--- config.mk ---
export PLATFORM = sky130hd
export DESIGN_NAME = sequenciador_notas
export DESIGN_NICKNAME = d
export VERILOG_FILES = /design/src/rtl/sequenciador_notas.sv
export SDC_FILE = /design/constraint.sdc
export NUM_CORES = 1
export LEC_CHECK = 0
export ABC_AREA = 1
export CELL_PAD_IN_SITES_DETAIL_PLACEMENT = 1
export CELL_PAD_IN_SITES_GLOBAL_PLACEMENT = 1
export CORE_MARGIN = 8
export CORE_UTILIZATION = 48
export DETAILED_ROUTE_END_ITERATION = 8
export MAX_ROUTING_LAYER = met4
export PLACE_DENSITY = 0.93
export SYNTH_ARGS = -nofsm -noshare
export SYNTH_HDL_FRONTEND = slang
export SYNTH_SLANG_ARGS = --single-unit
--- constraint.sdc ---
create_clock -name CLK -period 8.25 [get_ports CLK]
set_input_delay 0.825 -clock CLK [delete_from_list [all_inputs] [get_ports CLK]]
set_output_delay 0.825 -clock CLK [all_outputs]
set_load 0.02 [all_outputs]
--- src/rtl/sequenciador_notas.sv ---
// Note sequencer and display/tone arbiter: stores an 8-step melody and
// plays it on a tick timebase, or passes live keys through while idle.
//
// Ports:
//   CLK, RST (async, active-high)
//   TECLA_VALIDA/TECLA_NOTA/TECLA_TOM : live keyboard key
//   GRAVA/G_END/G_NOTA/G_TOM/G_DUR    : step memory write port
//   TOCA/PARA/LOOP                    : playback control
//   NOTAS/TOM_module/ATIVO            : note to decoder and tone generator
//   TOCANDO/PASSO                     : playback status and current step
module sequenciador_notas #(
    parameter int TICK_DIV = 50000,
    parameter int DIV_W    = 16
) (
    input  logic       CLK,
    input  logic       RST,
    input  logic       TECLA_VALIDA,
    input  logic [2:0] TECLA_NOTA,
    input  logic       TECLA_TOM,
    input  logic       GRAVA,
    input  logic [2:0] G_END,
    input  logic [2:0] G_NOTA,
    input  logic       G_TOM,
    input  logic [3:0] G_DUR,
    input  logic       TOCA,
    input  logic       PARA,
    input  logic       LOOP,
    output logic [2:0] NOTAS,
    output logic       TOM_module,
    output logic       ATIVO,
    output logic       TOCANDO,
    output logic [2:0] PASSO
);

    typedef enum logic [1:0] {
        OCIOSO,
        NOTA,
        PAUSA
    } estado_t;

    estado_t          estado;
    logic [7:0]       mem [8];
    logic [DIV_W-1:0] presc;
    logic [3:0]       ticks;
    logic             tick;
    logic [2:0]       prox;
    logic             seg_ok;
    logic [2:0]       nova;
    logic [7:0]       atual;
    logic [7:0]       carga;
    logic             fim_nota;

    assign tick     = (presc == DIV_W'(TICK_DIV - 1));
    assign prox     = PASSO + 3'd1;
    assign atual    = mem[PASSO];
    // Last tick of the current note's duration
    assign fim_nota = tick && ((ticks + 4'd1) == atual[3:0]);
    // Next step exists only below step 7 and when not an end marker
    assign seg_ok   = (PASSO != 3'd7) && (mem[prox][3:0] != 4'd0);
    assign nova     = seg_ok ? prox : 3'd0;
    assign carga    = mem[nova];

    // Step memory; locked while playing so the running melody is stable
    always_ff @(posedge CLK or posedge RST) begin
        if (RST) begin
            for (int i = 0; i < 8; i++) begin
                mem[i] <= '0;
            end
        end else if (GRAVA && !TOCANDO) begin
            mem[G_END] <= {G_NOTA, G_TOM, G_DUR};
        end
    end

    always_ff @(posedge CLK or posedge RST) begin
        if (RST) begin
            estado     <= OCIOSO;
            presc      <= '0;
            ticks      <= '0;
            NOTAS      <= '0;
            TOM_module <= 1'b0;
            ATIVO      <= 1'b0;
            TOCANDO    <= 1'b0;
            PASSO      <= '0;
        end else if (PARA) begin
            estado  <= OCIOSO;
            presc   <= '0;
            ticks   <= '0;
            ATIVO   <= 1'b0;
            TOCANDO <= 1'b0;
            PASSO   <= '0;
        end else begin
            unique case (estado)
                OCIOSO: begin
                    presc <= '0;
                    ticks <= '0;
                    if (TOCA && (mem[0][3:0] != 4'd0)) begin
                        estado     <= NOTA;
                        NOTAS      <= mem[0][7:5];
                        TOM_module <= mem[0][4];
                        ATIVO      <= 1'b1;
                        TOCANDO    <= 1'b1;
                        PASSO      <= '0;
                    end else begin
                        if (TECLA_VALIDA) begin
                            NOTAS      <= TECLA_NOTA;
                            TOM_module <= TECLA_TOM;
                        end
                        ATIVO <= TECLA_VALIDA;
                    end
                end
                NOTA: begin
                    if (tick) begin
                        presc <= '0;
                        if (fim_nota) begin
                            estado <= PAUSA;
                            ticks  <= '0;
                            ATIVO  <= 1'b0;
                        end else begin
                            ticks <= ticks + 4'd1;
                        end
                    end else begin
                        presc <= presc + DIV_W'(1);
                    end
                end
                PAUSA: begin
                    if (tick) begin
                        presc <= '0;
                        ticks <= '0;
                        if (seg_ok || LOOP) begin
                            estado     <= NOTA;
                            PASSO      <= nova;
                            NOTAS      <= carga[7:5];
                            TOM_module <= carga[4];
                            ATIVO      <= 1'b1;
                        end else begin
                            estado  <= OCIOSO;
                            PASSO   <= '0;
                            TOCANDO <= 1'b0;
                        end
                    end else begin
                        presc <= presc + DIV_W'(1);
                    end
                end
                default: begin
                    estado <= OCIOSO;
                end
            endcase
        end
    end

endmodule

==> summary.md <==
| Metric | Value |
|---|---|
| PD cells | 327 nW/um2 |
| Clk buf depth | 2 |
| HP Class | reg -> reg |
| Finish-stage setup viols | 0 |
| Post-Synthesis Cells | 648 |
| Mapped Nets | 679 |
| Dpl ws | 5.08 ns |
| Crit Path Class | reg -> reg |
| Crit-path max FO | 32 |
| Tcrit/Tclk final | 38.5% |
| PostCTS Resize Cnt | 0 |
| Grt ovf | 0 |
| Routed len/inst | 18.0 um |
| Number of global-route vias before repair | 4945 |
| Peak supply drop | 0.124 mV |
| RSZ-0062 raised after global routing | false |
| Routed WL | 14700 um |
| Yosys reg bits | 95 |
| Outcome | finished clean |
| Maximum operating frequency | 315 MHz |
| Met2 Resource Use GR | 36.6% |
| Crit path max-delay cell type | dfrtp_1 |
| Initial antenna violation count | 0 |
| Worst skew pair latency | 0.37 ns |
| Final #Nets | 702 |
| Reg2reg start | PASSO[0] |
| Seq/Total Area, Yosys | 45.8% |
| First DRT Iteration DRCs | 346 |
| Die width | 120 um |
| Hold Fails Final Rpt | 0 |
| Main area contributors after synthesis | dfrtp_1, nand2_1, o21ai_0, inv_1, nor2_1 |
| Initial Util | 48.5% |
| Layout fillers | 1325 |
| Async set-reset flop share out of synthesis | 100% |
| Arrival @ worst endpoint | 3.44 ns |
| Postcts setup bufs | 0 |
| Distinct cells, synth | 51 |
| Maxcap violations | 0 |
| Final instance area | 5770 um2 |
| Layout cell share with drive strength beyond 1 | 9.63% |
| Adder-cell share of the synthesized area | 2.17% |
| Setup Total Neg Slack | 0 ns |
| Hpwl dp | 10600 um |
| Ports | 31 |
| Leakage | 2.65 nW |
| Area grow syn2layout | 11.1% |
| FF-to-FF setup slack | 5.08 ns |
| Area after DPL | 5550 um2 |
| Main synth FF type | dfrtp_1 |
| H-tree Lvls | 3 |
| Leading area contributor after synthesis | dfrtp_1 |
| 1st-pass router iterations | 5 |
| Largest net degree at the start of global routing | 72 |
| WP data required | 8.51 ns |
| DRC viols | 0 |
| Fin crit period | 3.17 ns |
| Post-Synth Simple-Gate Area | 26.8% |
| Vias | 4538 |
| Gr busiest metal | met2 |
| Synth warnings | 0 |
| Post-synthesis xor/xnor area fraction | 0.844% |
| Met1 GRT Util | 25.7% |
| Worst setup margin | 5.08 ns |
| Crit path from | PASSO[0] |
| Startpoint Class | flip-flop |
| GRT Overall Usage | 21.7% |
| Post-route insts no fill | 815 |
| Slew Limit Fails | 0 |
| Ant. Diodes | 0 |
| DP Cell Count | 800 |
| CTS tree | yes |
| Buffers on Ports | 30 |
| Worst-path cell chain | inv_2 > nand4_1 > nand3_1 > nand3_4 > inv_2 > nor2_2 > or2_4 > nand2_2 > nand2_2 > nand2_4 > nor2_1 > a21oi_2 |
| CTS Hold Bufs | 0 |
| Core area | 10700 um2 |
| Num rows | 38 |
| Clock Skew | 0.00702 ns |
| Total CTS buffers | 9 |
| Headroom to the max-slew limit | 17.9% |
| Synth Cell Area | 5190 um2 |
| Clk sinks | 95 |
| RePlAce Congestion | 0.904 |
| ANT nets after route | 0 |
| Multiplexer share of the synthesized area | 0.193% |
| Main combinational cell family by area after synthesis | simple AND/OR/NAND/NOR gates |
| Synth Area per Inst | 8.01 um2 |
| HP Start | mem[46] |
| Clk slew on worst S/H paths | 0.09 ns |
| Die area | 14400 um2 |
| Root Driver | clkbuf_8 |
| Via-to-Cell Ratio | 5.57 |
| Global-route wire length before repair | 24600 um |
| Complex-gate fraction of the synthesized area | 15.5% |
| M3 GR Usage | 3.76% |
| EDFF count, synth | 0 |
| Critical Path Max Stage Delay | 0.99 ns |
| Synth top area share | 45.8% |
| Worst-Margin Slew | 1.23 ns |
| Die Y | 120 um |
| CP Capture Type | flip-flop |
==> layout make-up <==
class / instances / area [um2] / area share (%)
Sequential cell: 95 / 2380 / 41.2
Clock buffer: 11 / 141 / 2.45
Clock inverter: 4 / 70.1 / 1.22
Timing Repair Buffer: 32 / 315 / 5.47
Tap cell: 140 / 175 / 3.04
Inverter: 85 / 322 / 5.58
Multi-Input combinational cell: 448 / 2360 / 41.0
==> placed cells by master (no fill, tap or decap), types with 3 or more instances in the layout <==
cell / synthesis / routed
dfrtp_1: 95 / 95
nor2_1: 66 / 66
nand3_1: 41 / 41
a21oi_1: 29 / 29
clkbuf_8: 0 / 10
nor3_1: 7 / 7
clkinv_2: 1 / 4
a21oi_2: 5 / 5
nand3_2: 7 / 7
nand2_1: 130 / 130
inv_1: 75 / 74
o211ai_1: 5 / 5
nand4_1: 5 / 5
inv_2: 7 / 7
nand3b_1: 4 / 4
nand2_2: 6 / 6
clkdlybuf4s50_1: 0 / 30
o22ai_1: 4 / 4
o21ai_1: 18 / 18
xor2_1: 4 / 4
ha_1: 9 / 9
nor2_4: 3 / 3
o21ai_0: 74 / 74
==> critical path, delay by kind of cell, from the launching register on <==
family	cells	cell delay (ns)
compound gates	1	0.08
simple gates	9	1.45
flops	1	0.99
buf+inv	2	0.54
==> flip-flops by register name, indices dropped and copies added, names as in the netlist <==
signal and flops:
PASSO 3, ATIVO 1, NOTAS 3, mem 64, ticks 4, TOM_module 1, estado 2, TOCANDO 1
presc 16
==> report_power, final <==
part	leakage [nW]	internal (mW)	switching, mW
registers	1.20	0.643	0.146
logic	1.33	0.272	0.483
clock network	0.109	0.177	0.167
total	2.65	1.09	0.795
==> through the flow <==
step	hold slack [ns]	power [mW]	util, %
6_report	0.488	1.89	53.9
5_1_grt	0.508	2.02	53.9
4_1_cts	0.491	1.89	53.9
3_5_place_dp	0.470	1.53	51.9
3_3_place_gp	0.458	1.47	51.9
2_1_floorplan	0.444	1.31	-
==> cells by family after synthesis <==
kind of cell             after synthesis
AND/OR/NAND/NOR                      288
AO/OA/AOI/OAI                        145
buffers and inverters                105
flip-flops                            95
adder cells (fa/ha/maj)                9
XOR/XNOR                               5
multiplexers                           1
==> metal layers <==
layer / up-vias / wire length [um]
met5: - / 0
met4: 0 / 324
met3: 27 / 506
met2: 80 / 7340
li1: 2158 / -
met1: 2273 / 6530
==> cells in the mapped netlist, types with 2 or more instances <==
library cell and count:
o21ai_0 74, nand2_2 6, nand3b_1 4, nor3_1 7, buf_6 5, or2_4 2, clkbuf_1 9, nor2_4 3
buf_4 2, nor2_1 66, clkinv_1 2, dfrtp_1 95, a21oi_1 29, nand2_4 2, xor2_1 4, a31oi_1 2
inv_1 75, o211ai_1 5, o21ai_1 18, nand3_2 7, nor3b_1 2, a21oi_2 5, nand3_1 41, inv_2 7
nand2_1 130, ha_1 9, o22ai_1 4, nor3_2 2, nand4_1 5, nand3_4 2, buf_2 3, nor2_2 2
==> worst paths after layout <==
check	to	cells after the start
hold reg to reg	mem[46]	2
setup reg to reg	NOTAS[0]	12
max in group asynchronous	mem[40]	3
setup / recovery	NOTAS[0]	12
hold / removal	mem[46]	2
min in group asynchronous	mem[23]	2
Note: power is estimated with default switching activity, not from simulation.
